## config.mk

```make
export PLATFORM = sky130hd
export DESIGN_NAME = fb_rect_fill
export DESIGN_NICKNAME = d
export VERILOG_FILES = /design/src/rtl/fb_rect_fill.sv
export SDC_FILE = /design/constraint.sdc
export NUM_CORES = 1
export LEC_CHECK = 0
export ABC_CLOCK_PERIOD_IN_PS = 5900
export CAP_MARGIN = 20
export CORE_UTILIZATION = 46
export CTS_BUF_LIST = sky130_fd_sc_hd__clkbuf_16
export DETAILED_ROUTE_END_ITERATION = 10
export GPL_ROUTABILITY_DRIVEN = 0
export MAX_ROUTING_LAYER = met4
export PLACE_DENSITY = 0.74
export SLEW_MARGIN = 20
export SYNTH_ARGS = -nofsm -noshare
export SYNTH_HDL_FRONTEND = slang
export SYNTH_SLANG_ARGS = --single-unit
```

## constraint.sdc

```tcl
create_clock -name CLK_SYS -period 5.9 [get_ports CLK_SYS]
set_input_delay 0.885 -clock CLK_SYS [delete_from_list [all_inputs] [get_ports CLK_SYS]]
set_output_delay 0.885 -clock CLK_SYS [all_outputs]
set_load 0.01 [all_outputs]
```

## src/rtl/fb_rect_fill.sv

```systemverilog
// Rectangle fill engine feeding the framebuffer write port.
// CPU bus glue loads origin, size, colour and command registers. A FILL
// command clips the rectangle to the screen and streams one cell write per
// accepted handshake in row-major order. A SWAP command, on its own or
// after a fill, issues a one-cycle buffer-swap pulse.
module fb_rect_fill #(
    parameter int FB_WIDTH  = 80,
    parameter int FB_HEIGHT = 60,
    parameter int ADDR_W    = 13
) (
    input  logic              CLK_SYS,
    input  logic              RESET,
    input  logic              REG_WE,
    input  logic [2:0]        REG_ADDR,
    input  logic [6:0]        REG_DATA,
    output logic [1:0]        STATUS,
    output logic              FB_WE,
    output logic [ADDR_W-1:0] FB_ADDR,
    output logic [2:0]        FB_DATA,
    input  logic              FB_READY,
    output logic              FB_SWAP
);

    localparam logic [7:0]        FB_W8     = 8'(FB_WIDTH);
    localparam logic [7:0]        FB_H8     = 8'(FB_HEIGHT);
    localparam logic [31:0]       FB_W_BITS = 32'(FB_WIDTH);
    localparam logic [ADDR_W-1:0] ROW_STEP  = ADDR_W'(FB_WIDTH);

    typedef enum logic [1:0] {
        ST_IDLE = 2'd0,
        ST_FILL = 2'd1,
        ST_SWAP = 2'd2
    } state_t;

    state_t state_reg;

    // CPU-visible registers
    logic [6:0] x_reg;
    logic [6:0] y_reg;
    logic [6:0] w_reg;
    logic [6:0] h_reg;
    logic [2:0] color_reg;
    logic       overrun_reg;

    // Working copies captured at command start plus the traversal cursor
    logic [6:0]        cur_x_reg;
    logic [6:0]        cur_y_reg;
    logic [6:0]        x_start_reg;
    logic [6:0]        x_last_reg;
    logic [6:0]        y_last_reg;
    logic              swap_pend_reg;
    logic [ADDR_W-1:0] row_base_reg;

    // Registered outputs
    logic              fb_we_reg;
    logic [ADDR_W-1:0] fb_addr_reg;
    logic [2:0]        fb_data_reg;
    logic              fb_swap_reg;

    // Command decode and clipping of the live register values
    logic              cmd_wr;
    logic              cmd_fill;
    logic              cmd_swap;
    logic              cmd_clear;
    logic [7:0]        x_sum;
    logic [7:0]        y_sum;
    logic [7:0]        x_end;
    logic [7:0]        y_end;
    logic              rect_empty;
    logic [ADDR_W-1:0] y_ext;
    logic [ADDR_W-1:0] row_base_start;
    logic [ADDR_W-1:0] start_addr;
    logic              last_cell;

    assign cmd_wr    = REG_WE && (REG_ADDR == 3'd5);
    assign cmd_fill  = REG_DATA[0];
    assign cmd_swap  = REG_DATA[1];
    assign cmd_clear = REG_DATA[6];

    // Sums are one bit wider than the registers so X+W cannot wrap
    assign x_sum = {1'b0, x_reg} + {1'b0, w_reg};
    assign y_sum = {1'b0, y_reg} + {1'b0, h_reg};
    assign x_end = (x_sum > FB_W8) ? FB_W8 : x_sum;
    assign y_end = (y_sum > FB_H8) ? FB_H8 : y_sum;

    assign rect_empty = (w_reg == 7'd0) || (h_reg == 7'd0) ||
                        ({1'b0, x_reg} >= FB_W8) || ({1'b0, y_reg} >= FB_H8);

    assign y_ext = ADDR_W'(y_reg);

    // Starting row base Y*FB_WIDTH built from shifted copies of Y, one per
    // set bit of the constant width; later rows step by FB_WIDTH.
    always_comb begin
        row_base_start = '0;
        for (int i = 0; i < ADDR_W; i++) begin
            if (FB_W_BITS[i]) begin
                row_base_start = row_base_start + (y_ext << i);
            end
        end
    end

    assign start_addr = row_base_start + ADDR_W'(x_reg);
    assign last_cell  = (cur_x_reg == x_last_reg) && (cur_y_reg == y_last_reg);

    // CPU register file; writes are accepted in every state
    always_ff @(posedge CLK_SYS) begin
        if (RESET) begin
            x_reg     <= '0;
            y_reg     <= '0;
            w_reg     <= '0;
            h_reg     <= '0;
            color_reg <= '0;
        end else if (REG_WE) begin
            case (REG_ADDR)
                3'd0:    x_reg     <= REG_DATA;
                3'd1:    y_reg     <= REG_DATA;
                3'd2:    w_reg     <= REG_DATA;
                3'd3:    h_reg     <= REG_DATA;
                3'd4:    color_reg <= REG_DATA[2:0];
                default: ;
            endcase
        end
    end

    // Control FSM: command acceptance, row-major traversal, swap pulse
    always_ff @(posedge CLK_SYS) begin
        if (RESET) begin
            state_reg     <= ST_IDLE;
            overrun_reg   <= 1'b0;
            cur_x_reg     <= '0;
            cur_y_reg     <= '0;
            x_start_reg   <= '0;
            x_last_reg    <= '0;
            y_last_reg    <= '0;
            swap_pend_reg <= 1'b0;
            row_base_reg  <= '0;
            fb_we_reg     <= 1'b0;
            fb_addr_reg   <= '0;
            fb_data_reg   <= '0;
            fb_swap_reg   <= 1'b0;
        end else begin
            case (state_reg)
                ST_IDLE: begin
                    if (cmd_wr) begin
                        if (cmd_clear) begin
                            // Clear-overrun command does nothing else
                            overrun_reg <= 1'b0;
                        end else if (cmd_fill && !rect_empty) begin
                            state_reg     <= ST_FILL;
                            cur_x_reg     <= x_reg;
                            cur_y_reg     <= y_reg;
                            x_start_reg   <= x_reg;
                            x_last_reg    <= 7'(x_end - 8'd1);
                            y_last_reg    <= 7'(y_end - 8'd1);
                            swap_pend_reg <= cmd_swap;
                            row_base_reg  <= row_base_start;
                            fb_addr_reg   <= start_addr;
                            fb_data_reg   <= color_reg;
                        end else if (cmd_swap) begin
                            state_reg <= ST_SWAP;
                        end
                    end
                end

                ST_FILL: begin
                    if (cmd_wr) begin
                        overrun_reg <= 1'b1;
                    end
                    if (!fb_we_reg) begin
                        // First FILL cycle only arms the request
                        fb_we_reg <= 1'b1;
                    end else if (FB_READY) begin
                        if (last_cell) begin
                            fb_we_reg <= 1'b0;
                            state_reg <= swap_pend_reg ? ST_SWAP : ST_IDLE;
                        end else if (cur_x_reg == x_last_reg) begin
                            cur_x_reg    <= x_start_reg;
                            cur_y_reg    <= cur_y_reg + 7'd1;
                            row_base_reg <= row_base_reg + ROW_STEP;
                            fb_addr_reg  <= row_base_reg + ROW_STEP + ADDR_W'(x_start_reg);
                        end else begin
                            cur_x_reg   <= cur_x_reg + 7'd1;
                            fb_addr_reg <= fb_addr_reg + ADDR_W'(1);
                        end
                    end
                end

                ST_SWAP: begin
                    if (cmd_wr) begin
                        overrun_reg <= 1'b1;
                    end
                    if (!fb_swap_reg) begin
                        fb_swap_reg <= 1'b1;
                    end else begin
                        fb_swap_reg <= 1'b0;
                        state_reg   <= ST_IDLE;
                    end
                end

                default: begin
                    state_reg <= ST_IDLE;
                end
            endcase
        end
    end

    assign STATUS  = {overrun_reg, (state_reg != ST_IDLE)};
    assign FB_WE   = fb_we_reg;
    assign FB_ADDR = fb_addr_reg;
    assign FB_DATA = fb_data_reg;
    assign FB_SWAP = fb_swap_reg;

endmodule

```

==> flow_summary.rst, run 1 <==
.. list-table::
   :header-rows: 1

   * - Metric
     - Value
   * - Run status
     - finished, final reports clean
   * - Synthesized instance count
     - approximately 770
   * - Number of placed I/O pins
     - 34
   * - Number of antenna violations at the first check in global routing
     - 0
   * - Total power per unit cell area
     - approximately 200 nW/um^2
   * - Primary FF master, synth
     - sky130_fd_sc_hd__dfxtp_1
   * - Horizontal extent of the die
     - roughly 120 microns
   * - Maximum cell stage delay along the critical path
     - 0.44 ns
   * - Starting density of the core
     - 46.9%
   * - Post-synth net total
     - ~830
   * - Period Utilization, post-route
     - ~57%
   * - Cell-by-cell trace of the critical path
     - ha_1, fa_1, a211oi_1, nor2_1, xor2_1, a31oi_1, o21a_1, nand2_1, ha_1, nand2_1, nor4_1, xor2_1, a31oi_1
   * - Crit path buffers/inverters
     - 0
   * - Post-route setup slack
     - 2.51 ns
   * - Number of buffers added to fix hold violations after cts
     - 0
   * - Layout cells sized above 1
     - roughly 3.7%
   * - Number of enable-type register cells in the synthesized netlist
     - 0
   * - Slew headroom
     - approximately a third
   * - Cell with the biggest individual delay on the critical path
     - sky130_fd_sc_hd__xor2_1
   * - Critical path endpoint category
     - flip-flop
   * - Cell count of the worst hold path
     - 2
   * - Via density
     - roughly 5.8
   * - Commonest cells after routing, fill and taps aside
     - sky130_fd_sc_hd__nor2_1 (99), sky130_fd_sc_hd__dfxtp_1 (97), sky130_fd_sc_hd__nand2_1 (84), sky130_fd_sc_hd__a21oi_1 (60), sky130_fd_sc_hd__xnor2_1 (37)
   * - Synth Area per Inst
     - 8.01 sq um
   * - Clk Latency, worst-skew pair
     - approximately 0.36 ns
   * - Pin count of the biggest net entering global routing
     - 85
   * - Critical path type
     - flip-flop to flip-flop
   * - CTS root buffer
     - sky130_fd_sc_hd__clkbuf_16
   * - Register Area
     - around 1900 sq um
   * - Total clock sinks
     - slightly below 100
   * - Worst-case clock buffer depth
     - 2
   * - Combined area of the multi-input logic cells
     - ~4000 sq um
   * - Number of buffers created by CTS
     - 9
   * - Number of global-route vias before repair
     - 5101
   * - Final layout net count
     - approximately 840
   * - DRT Wirelength
     - 15000 microns
   * - GR Overflow Total
     - 0
   * - Pre-Repair DR Iteration Count
     - 7
   * - Leading cell type in the layout, fill and taps excluded
     - sky130_fd_sc_hd__nor2_1
   * - Register bit count reported by yosys
     - 97
   * - Mapped cell area
     - ~6200 sq um
   * - Reg clk slew, reported paths
     - 0.07 ns
   * - TritonCTS clock tree
     - done
   * - Detailed-route via count
     - ~5600
   * - Fraction of the mapped netlist area in simple logic gates
     - 21.6%
   * - Combinational family with the most area after synthesis
     - simple AND/OR/NAND/NOR gates
   * - Sequential share of the synthesized area
     - a little under a third
   * - Relative area change from synthesis to final layout
     - 12.1%
   * - Worst slack at placement
     - approximately 2.3 ns
   * - Number of DRC markers in iteration 0
     - roughly 500
   * - Number of maximum-capacitance constraint violations
     - 0
   * - Core area
     - between 10000 and 15000 sq um
   * - DRC violation count after routing
     - 0
   * - Setup crit start
     - x_reg[0]
   * - Std-Cell Rows
     - 42
   * - Count of instances resized after the clock tree is built
     - 0
   * - Adder-Cell Fraction of Synth Area
     - just over 8%
   * - CTS H-Tree Depth
     - 3
   * - Count of final setup violators
     - 0
   * - Antenna Nets Post-Route
     - 0
   * - Total routing resource utilization after global routing
     - 23.3%
   * - Fraction of the core area covered by cells at the end of the flow
     - 52.6%
   * - Number of pins exceeding their max-slew limit in the final report
     - 0
   * - Count of fill cells added during filler insertion
     - roughly 1300
   * - Port Buffers
     - 33
   * - DIE AREA
     - about 14000 sq um
   * - Worst supply voltage drop on vdd
     - approximately 120 uV
   * - Logic depth of the worst setup path including buffers
     - 13
   * - Slew of the pin with the lowest slew margin
     - ~1.0 ns
   * - Avg WL per Cell
     - 15.5 microns
   * - Startpoint kind of the worst setup timing path
     - flip-flop
   * - Post-synthesis compound-gate area fraction
     - about a fifth
   * - FF-to-FF Start
     - x_reg[0]
   * - Data arrival at the endpoint of the critical path
     - ~3.6 ns
   * - Asr flop ratio synth
     - 0%
   * - Post-CTS setup buffers
     - 0
   * - CP top delay family
     - adder cells
   * - Hold Path Origin
     - FB_DATA[1]
   * - Worst R2R Path Depth
     - 13
   * - Req. time, crit path
     - a little over 6 ns
   * - Synthesized-area fraction occupied by xor and xnor cells
     - 9.48%
   * - Die Ht
     - about 120 microns
   * - Detailed placer's ending HPWL
     - between 10000 and 15000 microns
   * - Mux share of post-synthesis cell area
     - just under 6%
   * - Synthesis Warnings
     - 0
   * - Peak fanout along the critical path
     - 7
   * - Type of the tightest min-delay check
     - flip-flop to flip-flop
   * - First-pass GRT wire length
     - between 20000 and 30000 microns
   * - Antenna fix cells
     - 0
   * - Achievable clock frequency
     - a little under 300 MHz
   * - Final TNS setup
     - 0 ns
   * - Count of final hold-check violations
     - 0
   * - Number of flip-flops under the largest register name
     - 13
   * - Time the final worst path needs with I/O delays and setup
     - 3.39 ns
   * - Yosys cell types
     - 66
   * - Setup clock skew after layout
     - ~0.0097 ns
   * - Unrepaired setup endpoints after global routing
     - no
   * - Leakage
     - about 2.6 nW
cell usage after synthesis (8+ instances only):
cell,count,area (sq um)
sky130_fd_sc_hd__clkbuf_1,29,109
sky130_fd_sc_hd__a211oi_1,22,165
sky130_fd_sc_hd__a31oi_1,10,62.6
sky130_fd_sc_hd__nand3_1,22,110
sky130_fd_sc_hd__inv_1,15,56.3
sky130_fd_sc_hd__nor2_1,99,372
sky130_fd_sc_hd__dfxtp_1,97,1940
sky130_fd_sc_hd__nor4_1,9,56.3
sky130_fd_sc_hd__o21a_1,8,60.1
sky130_fd_sc_hd__mux2i_1,36,360
sky130_fd_sc_hd__ha_1,34,425
sky130_fd_sc_hd__xor2_1,30,263
sky130_fd_sc_hd__nor3_1,25,125
sky130_fd_sc_hd__nand2_1,84,315
sky130_fd_sc_hd__o21ai_1,11,55.1
sky130_fd_sc_hd__a21oi_1,60,300
sky130_fd_sc_hd__xnor2_1,37,324
sky130_fd_sc_hd__o21ai_0,28,140
report_power, final:
part	internal, mW	switching (mW)
Combinational	0.0455	0.0649
Sequential	0.660	0.00802
Clock	0.367	0.261
Total	1.07	0.334
layout make-up:
| class | instances | area share (%) |
|---|---|---|
| repair buffers | 39 | 5.34 |
| inverters | 16 | 0.865 |
| multi-input cells | 622 | 58.2 |
| flip-flops and latches | 97 | 28.0 |
| clock inverters | 7 | 1.24 |
| well taps | 176 | 3.17 |
| clock buffers | 9 | 3.24 |
metal layers:
layer / GRT usage (%) / routed length (microns) / vias up
li1: - / - / 2808
met4: 9.29 / 373 / 0
met3: 3.34 / 826 / 30
met1: 31.9 / 7230 / 2579
met5: - / 0 / -
met2: 34.3 / 6530 / 165
kinds of logic (layout without fill, tap and decap cells):
kind of cell / after synthesis / after routing
fa+ha+maj: 38 / 38
buf+inv: 54 / 71
xor+xnor: 67 / 67
simple gates: 290 / 290
compound gates: 191 / 191
mux: 36 / 36
flops: 97 / 97
tightest hold or removal path, stage by stage, from the launching register on:
cell and delay, ns:
sky130_fd_sc_hd__dfxtp_1 0.31, sky130_fd_sc_hd__nand2_1 0.05, sky130_fd_sc_hd__a21oi_1 0.05
worst paths after layout:
| kind | endpoint | slack, ns |
|---|---|---|
| worst min register to register | FB_DATA[1] | 0.45 |
| worst max register to register | x_last_reg[6] | 2.51 |
| worst min-delay path | FB_DATA[1] | 0.45 |
| worst max-delay path | x_last_reg[6] | 2.51 |
stage by stage:
step                      hold slack [ns]  power, mW  cell area [sq um]  std cells
after detailed placement            0.444      0.792               6630        950
final                               0.449       1.41               6940        966
after floorplan                     0.429      0.757               6190        773
after global placement              0.439      0.791               6630        950
after CTS                           0.452       1.41               6940        966
after global routing                0.475       1.45               6940        966
Power figures use the tool's default switching activity.
==> run 2: changes to the inputs <==
--- a/config.mk
+++ b/config.mk
@@ -5,7 +5,7 @@
 export SDC_FILE = /design/constraint.sdc
 export NUM_CORES = 1
 export LEC_CHECK = 0
-export ABC_CLOCK_PERIOD_IN_PS = 5900
+export ABC_CLOCK_PERIOD_IN_PS = 3400
 export CAP_MARGIN = 20
 export CORE_UTILIZATION = 46
 export CTS_BUF_LIST = sky130_fd_sc_hd__clkbuf_16
==> constraint.sdc (replaced) <==
create_clock -name CLK_SYS -period 3.4 [get_ports CLK_SYS]
set_input_delay 0.51 -clock CLK_SYS [delete_from_list [all_inputs] [get_ports CLK_SYS]]
set_output_delay 0.51 -clock CLK_SYS [all_outputs]
set_load 0.01 [all_outputs]
==> run 2 against run 1 <==
Compared with the run above:
- die area did not move
- total power is 73% higher
- register-to-register slack worse by 2.2 ns
- clock-buffer cell count stayed put
- worst setup slack worse by 2.2 ns
- non-clock buffer count up 11
- combinational power up 81%
- clock skew fell by 0.00063 ns
- largest cell class unchanged
- sequential cell count unchanged
- sequential share of layout area down 0.33 points
- fmax is 9.1% higher
- critical path type unchanged
- via count is 1.2% higher
==> flow_summary.rst, run 2 (synthesis results as in run 1) <==
.. list-table::
   :header-rows: 1

   * - Metric
     - Value
   * - Post-Layout Inst Area
     - 7020 sq um
   * - Count of final hold-check violations
     - 0
   * - FF-to-FF Start
     - w_reg[0]
   * - Relative area change from synthesis to final layout
     - 13.5%
   * - Commonest cells after routing, fill and taps aside
     - sky130_fd_sc_hd__nor2_1 (99), sky130_fd_sc_hd__dfxtp_1 (97), sky130_fd_sc_hd__nand2_1 (84), sky130_fd_sc_hd__a21oi_1 (60), sky130_fd_sc_hd__xnor2_1 (37)
   * - Post-CTS setup buffers
     - 0
   * - Setup clock skew after layout
     - ~0.009 ns
   * - Peak fanout along the critical path
     - 6
   * - Detailed placer's ending HPWL
     - roughly 11000 microns
   * - DR top layer
     - met4
   * - Clock network fraction of design power
     - 44.3%
   * - Total clock sinks
     - 97
   * - Capture point of the worst reg-to-reg path
     - x_last_reg[6]
   * - Setup crit start
     - w_reg[0]
   * - DRT Wirelength
     - around 15000 microns
   * - TritonCTS clock tree
     - done
   * - Number of placed I/O pins
     - 34
   * - Number of DRC markers in iteration 0
     - around 380
   * - Via density
     - ~5.8
   * - Final TNS setup
     - 0 ns
   * - Type of the tightest min-delay check
     - flip-flop to flip-flop
   * - Number of flip-flops under the largest register name
     - 13
   * - Count of fill cells added during filler insertion
     - 1231
   * - Count of final setup violators
     - 0
   * - Clk Latency, worst-skew pair
     - about 0.36 ns
   * - Routed length on met1
     - between 7000 and 8000 microns
   * - Critical path type
     - flip-flop to flip-flop
   * - Pre-Repair DR Iteration Count
     - 5
   * - Sum of met2 wire segment lengths after detailed routing
     - ~7000 microns
   * - Avg WL per Cell
     - about 16 microns
   * - Period Utilization, post-route
     - about nine tenths
   * - Pin count of the biggest net entering global routing
     - 84
   * - Share of power burned in registers
     - approximately 48%
   * - Antenna fix cells
     - 0
   * - Horizontal extent of the die
     - approximately 120 microns
   * - Number of global-route vias before repair
     - ~5000
   * - Cell count of the worst hold path
     - 2
   * - Leading cell type in the layout, fill and taps excluded
     - sky130_fd_sc_hd__nor2_1
   * - First-pass GRT wire length
     - about 25000 microns
   * - Switching part of the total
     - roughly a quarter
   * - Met3 wirelength from detailed routing
     - a little over 700 microns
   * - CTS root buffer
     - sky130_fd_sc_hd__clkbuf_16
   * - Worst slack at placement
     - approximately 0.37 ns
   * - Req. time, crit path
     - around 3.6 ns
   * - Detailed-route via count
     - ~5600
   * - Reg clk slew, reported paths
     - ~0.060 ns
   * - Total cell area at the placement stage
     - around 6700 sq um
   * - Capturing element of the worst setup path
     - x_last_reg[6]
   * - Post-route setup slack
     - ~0.3 ns
   * - Total routing resource utilization after global routing
     - around a quarter
   * - Worst supply voltage drop on vdd
     - between 200 and 250 uV
   * - Unrepaired setup endpoints after global routing
     - no
   * - Overall power of the completed layout
     - ~2.4 mW
   * - Leakage
     - about 2.7 nW
   * - Number of maximum-capacitance constraint violations
     - 0
   * - Final layout net count
     - between 800 and 900
   * - Number of antenna violations at the first check in global routing
     - 0
   * - Layout cells sized above 1
     - approximately 5%
   * - Core area
     - between 10000 and 15000 sq um
   * - Achievable clock frequency
     - ~320 MHz
   * - Std-Cell Rows
     - 42
   * - Starting density of the core
     - 46.9%
   * - CTS H-Tree Depth
     - 3
   * - Number of instances in the placed design
     - just under 1000
   * - GR Overflow Total
     - 0
   * - Post-route insts no fill
     - approximately 980
   * - Critical path endpoint category
     - flip-flop
   * - Run status
     - finished, final reports clean
   * - Die Ht
     - about 120 microns
   * - DIE AREA
     - around 14000 sq um
   * - Slew headroom
     - about two fifths
   * - Time the final worst path needs with I/O delays and setup
     - 3.11 ns
   * - Count of instances resized after the clock tree is built
     - 0
   * - Number of buffers added to fix hold violations after cts
     - 0
   * - Startpoint kind of the worst setup timing path
     - flip-flop
   * - Data arrival at the endpoint of the critical path
     - 3.33 ns
   * - Number of pins exceeding their max-slew limit in the final report
     - 0
   * - Number of buffers created by CTS
     - 9
   * - Combinational Power Share
     - a little over 8%
   * - Worst R2R Path Depth
     - 13
   * - Port Buffers
     - 33
   * - Cell-internal power
     - around 1.9 mW
   * - Sw Pwr
     - roughly 0.57 mW
   * - Worst-case clock buffer depth
     - 2
   * - Slew of the pin with the lowest slew margin
     - 0.917 ns
   * - Total power per unit cell area
     - 347 nW/um^2
   * - Worst-case register-to-register setup slack
     - a little under 0.3 ns
   * - DRC violation count after routing
     - 0
   * - Antenna Nets Post-Route
     - 0
-- run 2: cell count changes in the layout (fill, tap and decap cells not counted) --
cell / previous run / this run
sky130_fd_sc_hd__buf_4: 6 / 17
-- run 2: metrics by stage --
stage          hold WS [ns]  utilization [%]
6_report              0.453             53.2
5_1_grt               0.473             53.2
4_1_cts               0.454             53.2
3_5_place_dp          0.445             50.9
3_3_place_gp          0.436             50.9
2_1_floorplan         0.429                -
-- run 2: worst min path at each step --
stage / startpoint / to
floorplan: x_start_reg[2] / x_start_reg[2]
global placement: x_start_reg[3] / x_start_reg[3]
detailed placement: x_start_reg[0] / x_start_reg[0]
CTS: x_start_reg[0] / x_start_reg[0]
global route: x_start_reg[1] / x_start_reg[1]
finish: x_start_reg[0] / x_start_reg[0]
-- run 2: critical path, stage by stage (launching register included) --
cell                        delay, ns
sky130_fd_sc_hd__dfxtp_1         0.34
sky130_fd_sc_hd__ha_1            0.24
sky130_fd_sc_hd__fa_1            0.43
sky130_fd_sc_hd__a211oi_1        0.36
sky130_fd_sc_hd__nor2_1          0.14
sky130_fd_sc_hd__xor2_1          0.20
sky130_fd_sc_hd__buf_4           0.18
sky130_fd_sc_hd__o2111ai_1       0.14
sky130_fd_sc_hd__nand2_1         0.12
sky130_fd_sc_hd__ha_1            0.22
sky130_fd_sc_hd__nand2_1         0.10
sky130_fd_sc_hd__nor4_1          0.24
sky130_fd_sc_hd__xor2_1          0.17
sky130_fd_sc_hd__a31oi_1         0.09
-- run 2: area by class of cell --
cell class / count / area, sq um / area share [%]
well taps: 176 / 220 / 3.14
flip-flops and latches: 97 / 1940 / 27.7
multi-input cells: 622 / 4040 / 57.5
repair buffers: 50 / 453 / 6.45
inverters: 16 / 60.1 / 0.855
clock buffers: 9 / 225 / 3.21
clock inverters: 7 / 86.3 / 1.23
-- run 2: routing by layer --
metal  global-route usage [%]  vias up
met5                        -        -
met3                     3.73       21
met2                     34.2      136
met4                     9.38        0
met1                     31.9     2669
li1                         -     2821
-- run 2: power groups by stage --
stage	combinational (mW)	sequential (mW)	clock [mW]
after global placement	0.195	1.18	0
after global routing	0.218	1.16	1.14
final	0.199	1.16	1.08
after CTS	0.197	1.16	1.10
after detailed placement	0.196	1.18	0
after floorplan	0.133	1.18	0
